### config.mk
export PLATFORM = sky130hd
export DESIGN_NAME = neuron_mac_sequencer_flat
export DESIGN_NICKNAME = d
export VERILOG_FILES = /design/src/rtl/neuron_mac_sequencer_if.sv /design/src/rtl/neuron_mac_sequencer.sv /design/src/flat_wrapper.sv
export SDC_FILE = /design/constraint.sdc
export NUM_CORES = 1
export LEC_CHECK = 0
export CAP_MARGIN = 15
export CORE_MARGIN = 10
export CORE_UTILIZATION = 62
export CTS_BUF_LIST = sky130_fd_sc_hd__clkbuf_4 sky130_fd_sc_hd__clkbuf_8 sky130_fd_sc_hd__clkbuf_16
export DETAILED_ROUTE_END_ITERATION = 7
export GPL_ROUTABILITY_DRIVEN = 1
export PLACE_DENSITY = 0.8
export RECOVER_POWER = 100
export SYNTH_ARGS = -nofsm -noshare
export SYNTH_HDL_FRONTEND = slang
export SYNTH_SLANG_ARGS = --single-unit
### constraint.sdc
create_clock -name clk_i -period 8.15 [get_ports clk_i]
set_input_delay 2.0375 -clock clk_i [delete_from_list [all_inputs] [get_ports clk_i]]
set_output_delay 2.0375 -clock clk_i [all_outputs]
set_load 0.1 [all_outputs]
### src/rtl/neuron_mac_sequencer_if.sv
// rtl/neuron_mac_sequencer_if.sv - bank write port, run control and result handshake bundle
interface neuron_mac_sequencer_if #(
  parameter int N_IN  = 8,
  parameter int X_W   = 10,
  parameter int W_W   = 8,
  parameter int ACC_W = 21
);
  localparam int IDX_W = $clog2(N_IN);

  logic             start_i;
  logic             wr_en_i;
  logic             wr_sel_i;
  logic [IDX_W-1:0] wr_addr_i;
  logic [X_W-1:0]   wr_data_i;
  logic             busy_o;
  logic             res_valid_o;
  logic             res_ready_i;
  logic [ACC_W-1:0] result_o;
  logic             wr_err_o;

  modport slave (
    input  start_i, wr_en_i, wr_sel_i, wr_addr_i, wr_data_i, res_ready_i,
    output busy_o, res_valid_o, result_o, wr_err_o
  );

  modport master (
    output start_i, wr_en_i, wr_sel_i, wr_addr_i, wr_data_i, res_ready_i,
    input  busy_o, res_valid_o, result_o, wr_err_o
  );
endinterface

### src/rtl/neuron_mac_sequencer.sv
// rtl/neuron_mac_sequencer.sv - time-multiplexed weighted-sum neuron, one shared MAC over N_IN pairs
module neuron_mac_sequencer #(
  parameter int N_IN  = 8,
  parameter int X_W   = 10,
  parameter int W_W   = 8,
  parameter int ACC_W = 21
) (
  input  logic                  clk_i,
  input  logic                  rst_i,
  neuron_mac_sequencer_if.slave bus
);
  localparam int IDX_W  = $clog2(N_IN);
  localparam int PROD_W = X_W + W_W;

  typedef enum logic [1:0] {IDLE, MAC, HOLD} state_t;

  state_t           state_q, state_d;
  logic [IDX_W-1:0] idx_q;
  logic [ACC_W-1:0] acc_q;
  logic [ACC_W-1:0] result_q;
  logic             valid_q;
  logic             wr_err_q;
  logic [X_W-1:0]   x_bank [N_IN];
  logic [W_W-1:0]   w_bank [N_IN];

  logic [PROD_W-1:0] product;
  logic [ACC_W-1:0]  sum;
  logic              last_pair;

  // Single multiplier and adder, operands picked by idx; weights zero-extended.
  assign product   = {{W_W{1'b0}}, x_bank[idx_q]} * {{X_W{1'b0}}, w_bank[idx_q]};
  assign sum       = acc_q + {{(ACC_W-PROD_W){1'b0}}, product};
  assign last_pair = (idx_q == IDX_W'(N_IN-1));

  always_ff @(posedge clk_i or negedge rst_i) begin
    if (!rst_i) begin
      state_q <= IDLE;
    end else begin
      state_q <= state_d;
    end
  end

  always_comb begin
    state_d = state_q;
    case (state_q)
      IDLE:    if (bus.start_i)     state_d = MAC;
      MAC:     if (last_pair)       state_d = HOLD;
      HOLD:    if (bus.res_ready_i) state_d = IDLE;
      default:                      state_d = IDLE;
    endcase
  end

  always_ff @(posedge clk_i or negedge rst_i) begin
    if (!rst_i) begin
      idx_q    <= '0;
      acc_q    <= '0;
      result_q <= '0;
      valid_q  <= 1'b0;
      wr_err_q <= 1'b0;
      for (int i = 0; i < N_IN; i++) begin
        x_bank[i] <= '0;
        w_bank[i] <= '0;
      end
    end else begin
      wr_err_q <= 1'b0;
      // Banks feed the live datapath during MAC, so writes there are refused.
      if (bus.wr_en_i) begin
        if (state_q == MAC) begin
          wr_err_q <= 1'b1;
        end else if (bus.wr_sel_i) begin
          x_bank[bus.wr_addr_i] <= bus.wr_data_i;
        end else begin
          w_bank[bus.wr_addr_i] <= bus.wr_data_i[W_W-1:0];
        end
      end

      case (state_q)
        IDLE: begin
          if (bus.start_i) begin
            acc_q <= '0;
            idx_q <= '0;
          end
        end
        MAC: begin
          acc_q <= sum;
          idx_q <= idx_q + IDX_W'(1);
          if (last_pair) begin
            result_q <= sum;
            valid_q  <= 1'b1;
          end
        end
        HOLD: begin
          if (bus.res_ready_i) valid_q <= 1'b0;
        end
        default: ;
      endcase
    end
  end

  assign bus.busy_o      = (state_q == MAC);
  assign bus.res_valid_o = valid_q;
  assign bus.result_o    = result_q;
  assign bus.wr_err_o    = wr_err_q;
endmodule

### src/flat_wrapper.sv
// flat-port wrapper written by rule: the top's interface ports become plain ports
module neuron_mac_sequencer_flat 
#(
  parameter int N_IN  = 8,
  parameter int X_W   = 10,
  parameter int W_W   = 8,
  parameter int ACC_W = 21
)
  (clk_i, rst_i, bus_start_i, bus_wr_en_i, bus_wr_sel_i, bus_wr_addr_i, bus_wr_data_i, bus_res_ready_i, bus_busy_o, bus_res_valid_o, bus_result_o, bus_wr_err_o);
  neuron_mac_sequencer_if #(.N_IN(N_IN), .X_W(X_W), .W_W(W_W), .ACC_W(ACC_W)) bus_i ();
  input  logic clk_i;
  input  logic rst_i;
  input wire logic [$bits(bus_i.start_i)-1:0] bus_start_i;
  input wire logic [$bits(bus_i.wr_en_i)-1:0] bus_wr_en_i;
  input wire logic [$bits(bus_i.wr_sel_i)-1:0] bus_wr_sel_i;
  input wire logic [$bits(bus_i.wr_addr_i)-1:0] bus_wr_addr_i;
  input wire logic [$bits(bus_i.wr_data_i)-1:0] bus_wr_data_i;
  input wire logic [$bits(bus_i.res_ready_i)-1:0] bus_res_ready_i;
  output wire logic [$bits(bus_i.busy_o)-1:0] bus_busy_o;
  output wire logic [$bits(bus_i.res_valid_o)-1:0] bus_res_valid_o;
  output wire logic [$bits(bus_i.result_o)-1:0] bus_result_o;
  output wire logic [$bits(bus_i.wr_err_o)-1:0] bus_wr_err_o;
  assign bus_i.start_i = bus_start_i;
  assign bus_i.wr_en_i = bus_wr_en_i;
  assign bus_i.wr_sel_i = bus_wr_sel_i;
  assign bus_i.wr_addr_i = bus_wr_addr_i;
  assign bus_i.wr_data_i = bus_wr_data_i;
  assign bus_i.res_ready_i = bus_res_ready_i;
  assign bus_busy_o = bus_i.busy_o;
  assign bus_res_valid_o = bus_i.res_valid_o;
  assign bus_result_o = bus_i.result_o;
  assign bus_wr_err_o = bus_i.wr_err_o;
  neuron_mac_sequencer #(.N_IN(N_IN), .X_W(X_W), .W_W(W_W), .ACC_W(ACC_W)) u_core (.clk_i(clk_i), .rst_i(rst_i), .bus(bus_i));
endmodule
==> metrics.yaml, run 1 <==
status: "finished, violations left"
violations: "capacitance limit, slew limit"
clock.fmax_mhz: 147
clockBufferDepth: 2
post-route-util_pct: 69.4
cts_max_level: 4
drive_above_1_share_pct: 22.0
worstPathArrival_ps: 7130
root_buffer: "clkbuf_16"
seq_area_mm2: 0.00483
synth_cells: 962
rows: 50
die_h_um: 157
gr-usage-met2_pct: 35.0
ys_ff_latch: 193
yosysWarnings: 0
wl_per_cell_um: 19.2
area_delta_synth_final_pct: 10.5
dp_hpwl_um: 16600
setup_tns_ps: 0
critPathKind: "flop to flop"
hold_slack_ps: 467
setup_viol: 0
syn_avg_cell_area_um2: 12.1
chipWidth_um: 157
grt_overflow: 0
cp-end-kind: "flop"
grt_max_degree: 118
drv_slew: 98
io-pin-count: 43
synth_area_mm2: 0.0117
gr-usage-met3_pct: 3.88
holdPathStages: 2
crit_required_ps: 8480
wl_um: 24000
clk_pin_slew_ps: 80
fin_crit_ps: 6800
grt_pass1_wl_um: 40000
critPathSlowestCell: "dfrtp_1"
worst_pin_slew_ps: 4030
port_buffers: 42
first_pass_iters: 5
cts_hold_buffers: 0
final.fill_count: 1314
cap_viol_max_count: 3
synth_fp_nets: 1093
slowest_delay_ps: 690
multi_input_area_mm2: 0.00620
cts.sinks: 193
core-area_mm2: 0.0186
initial_core_util_pct: 62.8
grt_pass1_vias: 7791
grt.total_usage_pct: 20.5
clk_latency_ps: 450
ys_seq_area_share_pct: 41.4
antenna_found_initial: 0
grt.busiest_layer: "met2"
dr.first_iter.drc_count: 327
async_flop_share_pct: 100
period_share_pct: 83.4
met1_usage_pct: 26.8
drc: 0
die_area_mm2: 0.0247
gp_congestion: 0.891
r2r_cells: 19
synth_cell_type_count: 58
synth_edf_count: 0
num_vias: 7300
cts_setup_buffers: 0
ys.flop_type: "dfrtp_1"
place_ws_ps: 1670
n_antenna_cell: 0
cts.repair.resized: 0
worstHoldPathType: "flop to flop"
relSlewSlack_pct: -169
drtAntennaViolNets: 0
viasPerCell: 5.86
grt_setup_unrepaired: "false"
critPathMaxFanout: 31
fin_ws_ps: 1350
clock-skew-final_ps: 10.6
cts_made_buffers: 17
cts_tree: "done"
crit_chain: "buf_12 > mux4_2 > mux2i_1 > nor2_1 > fa_1 > inv_1 > fa_1 > inv_1 > fa_1 > inv_1 > fa_1 > inv_1 > ha_1 > a211o_1 > a31oi_1 > nor3_1 > o311ai_4 > o41ai_1 > or3_1"
hold_violations: 0
fin_nets: 1130
start_kind: "flop"
==> worst max-delay path, delay by kind of cell (launching register included) <==
family          cells  cell delay [ps]
compound gates      4             1100
fa+ha+maj           5             2460
buf+inv             5              520
flops               1              690
mux                 2             1240
simple gates        3              630
==> logic make-up (layout without fill, tap and decap cells) <==
family                   after synthesis  after routing  synth area share, %
AND/OR/NAND/NOR                      207            207                 8.41
multiplexers                         203            203                 23.1
flip-flops                           193            193                 41.4
buffers and inverters                156            206                 5.20
adder cells (fa/ha/maj)              112            112                 16.1
AO/OA/AOI/OAI                         79             79                 4.83
XOR/XNOR                              12             12                0.901
==> Yosys cell counts, drive strengths merged (2+ instances only) <==
cell | number | share of area, %
and3 | 2 | 0.11
nand2b | 17 | 0.91
a21oi | 18 | 0.77
or3 | 2 | 0.11
xnor2 | 6 | 0.45
o21ai | 18 | 0.77
inv | 121 | 3.9
nand3 | 8 | 0.34
nor4 | 2 | 0.11
xor2 | 6 | 0.45
o31ai | 2 | 0.13
nor3 | 8 | 0.53
and2 | 4 | 0.21
mux2i | 17 | 1.7
ha | 48 | 5.1
a211oi | 4 | 0.26
buf | 11 | 0.54
nor3b | 3 | 0.19
o211ai | 5 | 0.32
mux2 | 150 | 14
nor2 | 61 | 2.0
or2 | 10 | 0.54
nor2b | 7 | 0.38
dfrtp | 193 | 41
nand4 | 6 | 0.32
mux4 | 36 | 6.9
a22o | 14 | 1.1
nand2 | 72 | 2.3
o21bai | 3 | 0.19
clkbuf | 24 | 0.77
fa | 64 | 11
a21o | 4 | 0.27
o41ai | 2 | 0.21
nand4b | 3 | 0.23
==> stage by stage <==
stage / instances / cell area (um2)
3_3_place_gp: 1214 / 12300
2_1_floorplan: 962 / 11700
3_5_place_dp: 1214 / 12300
6_report: 1246 / 12900
4_1_cts: 1246 / 12900
5_1_grt: 1246 / 12900
==> final cells by class <==
class / count / area share, %
Clock buffer: 17 / 3.30
Clock inverter: 15 / 1.44
Inverter: 121 / 3.52
Multi-Input combinational cell: 613 / 48.1
Sequential cell: 193 / 37.5
Tap cell: 234 / 2.27
Timing Repair Buffer: 53 / 3.94
==> metal layers <==
metal | wire length (um) | vias to the layer above
met5 | 0 | -
met2 | 12100 | 132
met3 | 821 | 25
met4 | 276 | 0
met1 | 10800 | 3780
li1 | - | 3363
==> flip-flops by register name, summed over array words and instances (netlist names) <==
name,cells
u_core.acc_q,21
u_core.bus.result_o,21
u_core.idx_q,3
u_core.bus.wr_err_o,1
u_core.state_q,2
u_core.bus.res_valid_o,1
u_core.x_bank,80
u_core.w_bank,64
==> cell usage in the layout (no fill, tap or decap), types with 4 or more instances in the layout <==
cell type,n
nor2_1,61
a21oi_1,18
o21ai_0,15
clkdlybuf4s50_1,14
nand2_1,72
buf_4,7
mux2_1,17
mux2i_2,7
clkbuf_16,17
a22o_1,14
nand2b_1,17
nor2b_1,7
mux2i_1,10
fa_1,64
or2_1,8
nand3_1,8
a211oi_1,4
dlygate4sd3_1,27
xnor2_1,6
ha_1,48
inv_6,4
mux2_2,133
xor2_1,6
nor3_1,8
dfrtp_1,193
mux4_2,36
inv_1,119
nand4_1,6
o211ai_1,5
==> worst paths after layout <==
kind | end | slack, ps | startpoint
setup / recovery | u_core.bus.result_o[19]$_DFFE_PN0P_ | 1350 | u_core.idx_q[0]$_DFFE_PN0P_
hold / removal | u_core.bus.result_o[3]$_DFFE_PN0P_ | 470 | u_core.bus.result_o[3]$_DFFE_PN0P_
setup reg to reg | u_core.bus.result_o[19]$_DFFE_PN0P_ | 1350 | u_core.idx_q[0]$_DFFE_PN0P_
hold reg to reg | u_core.bus.result_o[3]$_DFFE_PN0P_ | 470 | u_core.bus.result_o[3]$_DFFE_PN0P_
max in group asynchronous | u_core.w_bank[38]$_DFFE_PN0P_ | 1990 | rst_i
min in group asynchronous | u_core.bus.result_o[2]$_DFFE_PN0P_ | 1650 | rst_i
Power of run 1 is not shown: default switching activity piles up to over one toggle a cycle in this logic, so the estimate is an artifact.
==> run 2: changes to the inputs <==
Clock period 8.15 ns to 6.7 ns, I/O delays scaled along.
==> run 2 against run 1 <==
Net effect:
- the run still ends with capacitance limit, slew limit left
- non-clock buffer count rose by 10
- worst hold slack about the same
- first-iteration DRC count rose by 37%
- setup slack got worse by 900 ps
- utilization rose by 0.30 points
- final cell count increased by 0.80%
- clock skew increased by 5.4 ps
- critical endpoint unchanged
- highest routed layer unchanged
==> metrics.yaml, run 2 (synthesis results as in run 1) <==
status: "finished, violations left"  # unchanged
violations: "capacitance limit, slew limit"  # unchanged
wl_um: 24900  # was 24,000 um
drive_above_1_share_pct: 22.9  # was 22.0%
grt_setup_unrepaired: "false"  # unchanged
fin_nets: 1140  # was 1,130
clk_pin_slew_ps: 80  # about the same
gp_congestion: 0.879  # was 0.891
drv_slew: 243  # was 98
worstHoldPathType: "flop to flop"  # unchanged
die_h_um: 157  # unchanged
initial_core_util_pct: 62.8  # unchanged
cts_hold_buffers: 0  # unchanged
cts.sinks: 193  # unchanged
chipWidth_um: 157  # unchanged
start_kind: "flop"  # unchanged
num_vias: 7384  # was 7,300
dr.first_iter.drc_count: 448  # was 327
n_antenna_cell: 0  # unchanged
reg_top3: "u_core.x_bank: 80 flops, u_core.w_bank: 64 flops"  # unchanged
clock.fmax_mhz: 160  # was 147 MHz
path_common_cell: "fa_1"
io-pin-count: 43  # unchanged
root_buffer: "clkbuf_16"  # unchanged
clockBufferDepth: 2  # unchanged
largest_reg_flops: 80  # unchanged
die_area_mm2: 0.0247  # unchanged
area_delta_synth_final_pct: 11.0  # was 10.5%
clk_latency_ps: 450  # about the same
cts_tree: "done"  # unchanged
grt.total_usage_pct: 21.3  # was 20.5%
viasPerCell: 5.88  # was 5.86
multi_input_area_mm2: 0.00620  # about the same
critPathMaxFanout: 21  # was 31
critPathKind: "flop to flop"  # unchanged
final.fill_count: 1316  # was 1,314
worstPathArrival_ps: 6590  # was 7130 ps
grt_max_degree: 107  # was 118
cp-end-kind: "flop"  # unchanged
crit_required_ps: 7030  # was 8480 ps
dp_hpwl_um: 17300  # was 16,600 um
seq_area_mm2: 0.00483  # about the same
grt_pass1_wl_um: 41600  # was 40,000 um
grt_overflow: 0  # unchanged
cts_max_level: 4  # unchanged
rows: 50  # unchanged
critPathSlowestCell: "mux4_2"  # was dfrtp_1
wl_per_cell_um: 19.8  # was 19.2 um
crit_family: "adder cells"  # unchanged
period_share_pct: 93.3  # was 83.4%
final_common_cell: "dfrtp_1"  # unchanged
antenna_found_initial: 0  # unchanged
worst_pin_slew_ps: 2630  # was 4030 ps
crit_chain: "buf_12 > mux4_2 > mux2i_1 > clkbuf_1 > nor2_1 > fa_1 > fa_1 > fa_1 > inv_1 > fa_1 > inv_1 > ha_1 > a211o_1 > a31oi_1 > nor3_2 > o311ai_4 > o41ai_1 > or3_1"  # was buf_12 > mux4_2 > mux2i_1 > nor2_1 > fa_1 > inv_1 > fa_1 > inv_1 > fa_1 > inv_1 > fa_1 > inv_1 > ha_1 > a211o_1 > a31oi_1 > nor3_1 > o311ai_4 > o41ai_1 > or3_1
drc: 0  # unchanged
grt_pass1_vias: 7916  # was 7,791
hold_violations: 0  # unchanged
cap_viol_max_count: 6  # was 3
cts_setup_buffers: 0  # unchanged
regMostFlops: "u_core.x_bank"  # unchanged
core-area_mm2: 0.0186  # unchanged
cts.repair.resized: 0  # unchanged
cts_made_buffers: 17  # unchanged
path_buf_inv: 4  # was 5
first_pass_iters: 5  # unchanged
fin_crit_ps: 6250  # was 6800 ps
slowest_delay_ps: 540  # was 690 ps
final_cell_mix: "dfrtp_1, mux2_2, inv_1, nand2_1, fa_1"  # unchanged
clock-skew-final_ps: 15.9  # was 10.6 ps
port_buffers: 42  # unchanged
drtAntennaViolNets: 0  # unchanged
setup_viol: 0  # unchanged
r2r_setup_slack_ps: 450  # was 1350 ps
relSlewSlack_pct: -75.3  # was -169%
setup_tns_ps: 0  # unchanged
[run 2: worst paths after layout]
check                                                         from                                   to  cells past startpoint
worst max-delay path                   u_core.idx_q[0]$_DFFE_PN0P_  u_core.bus.result_o[19]$_DFFE_PN0P_                     18
worst min-delay path            u_core.bus.result_o[0]$_DFFE_PN0P_   u_core.bus.result_o[0]$_DFFE_PN0P_                      2
worst max register to register         u_core.idx_q[0]$_DFFE_PN0P_  u_core.bus.result_o[19]$_DFFE_PN0P_                     18
worst min register to register  u_core.bus.result_o[0]$_DFFE_PN0P_   u_core.bus.result_o[0]$_DFFE_PN0P_                      2
max in group asynchronous                                    rst_i        u_core.w_bank[58]$_DFFE_PN0P_                      2
min in group asynchronous                                    rst_i   u_core.bus.result_o[3]$_DFFE_PN0P_                      1
[run 2: tightest hold or removal path, delay by kind of cell (launching register included)]
kind / cells / cell delay, ps
and+or+nand+nor: 2 / 100
DFF: 1 / 340
[run 2: final cells by class]
class                      count  share of cell area (%)
tap                          234                    2.26
sequential                   193                    37.3
clock inverter                14                    1.10
timing repair buffer          63                    4.57
inverter                     121                    3.51
multi-input combinational    613                    47.9
clock buffer                  18                    3.34
[run 2: routing by layer]
| layer | vias up | track usage (%) | part of all wire (%) |
|---|---|---|---|
| li1 | 3369 | - | - |
| met3 | 39 | 2.97 | 3.1 |
| met2 | 137 | 36.0 | 50 |
| met4 | 0 | 6.90 | 2.4 |
| met5 | - | 0 | 0 |
| met1 | 3839 | 27.9 | 45 |
[run 2: stage by stage]
stage               instance area, um2  cells  setup WS, ps  util (%)  hold WS, ps
finish                           12900   1256           447      69.7          467
global route                     12900   1256          94.7      69.7          506
CTS                              13000   1256           505      70.1          480
detailed placement               12400   1224           482      67.0          463
global placement                 12400   1224           628      67.0          460
floorplan                        11700    962           897         -          450
Power of run 2 is left out for the same reason.
==> run 3: changes to the inputs <==
Settings changed: CTS_CLUSTER_SIZE set to 40.
==> results of run 3 <==
Final layout, timing and power as in run 2 (identical DEF).
Power of run 3 is left out for the same reason.
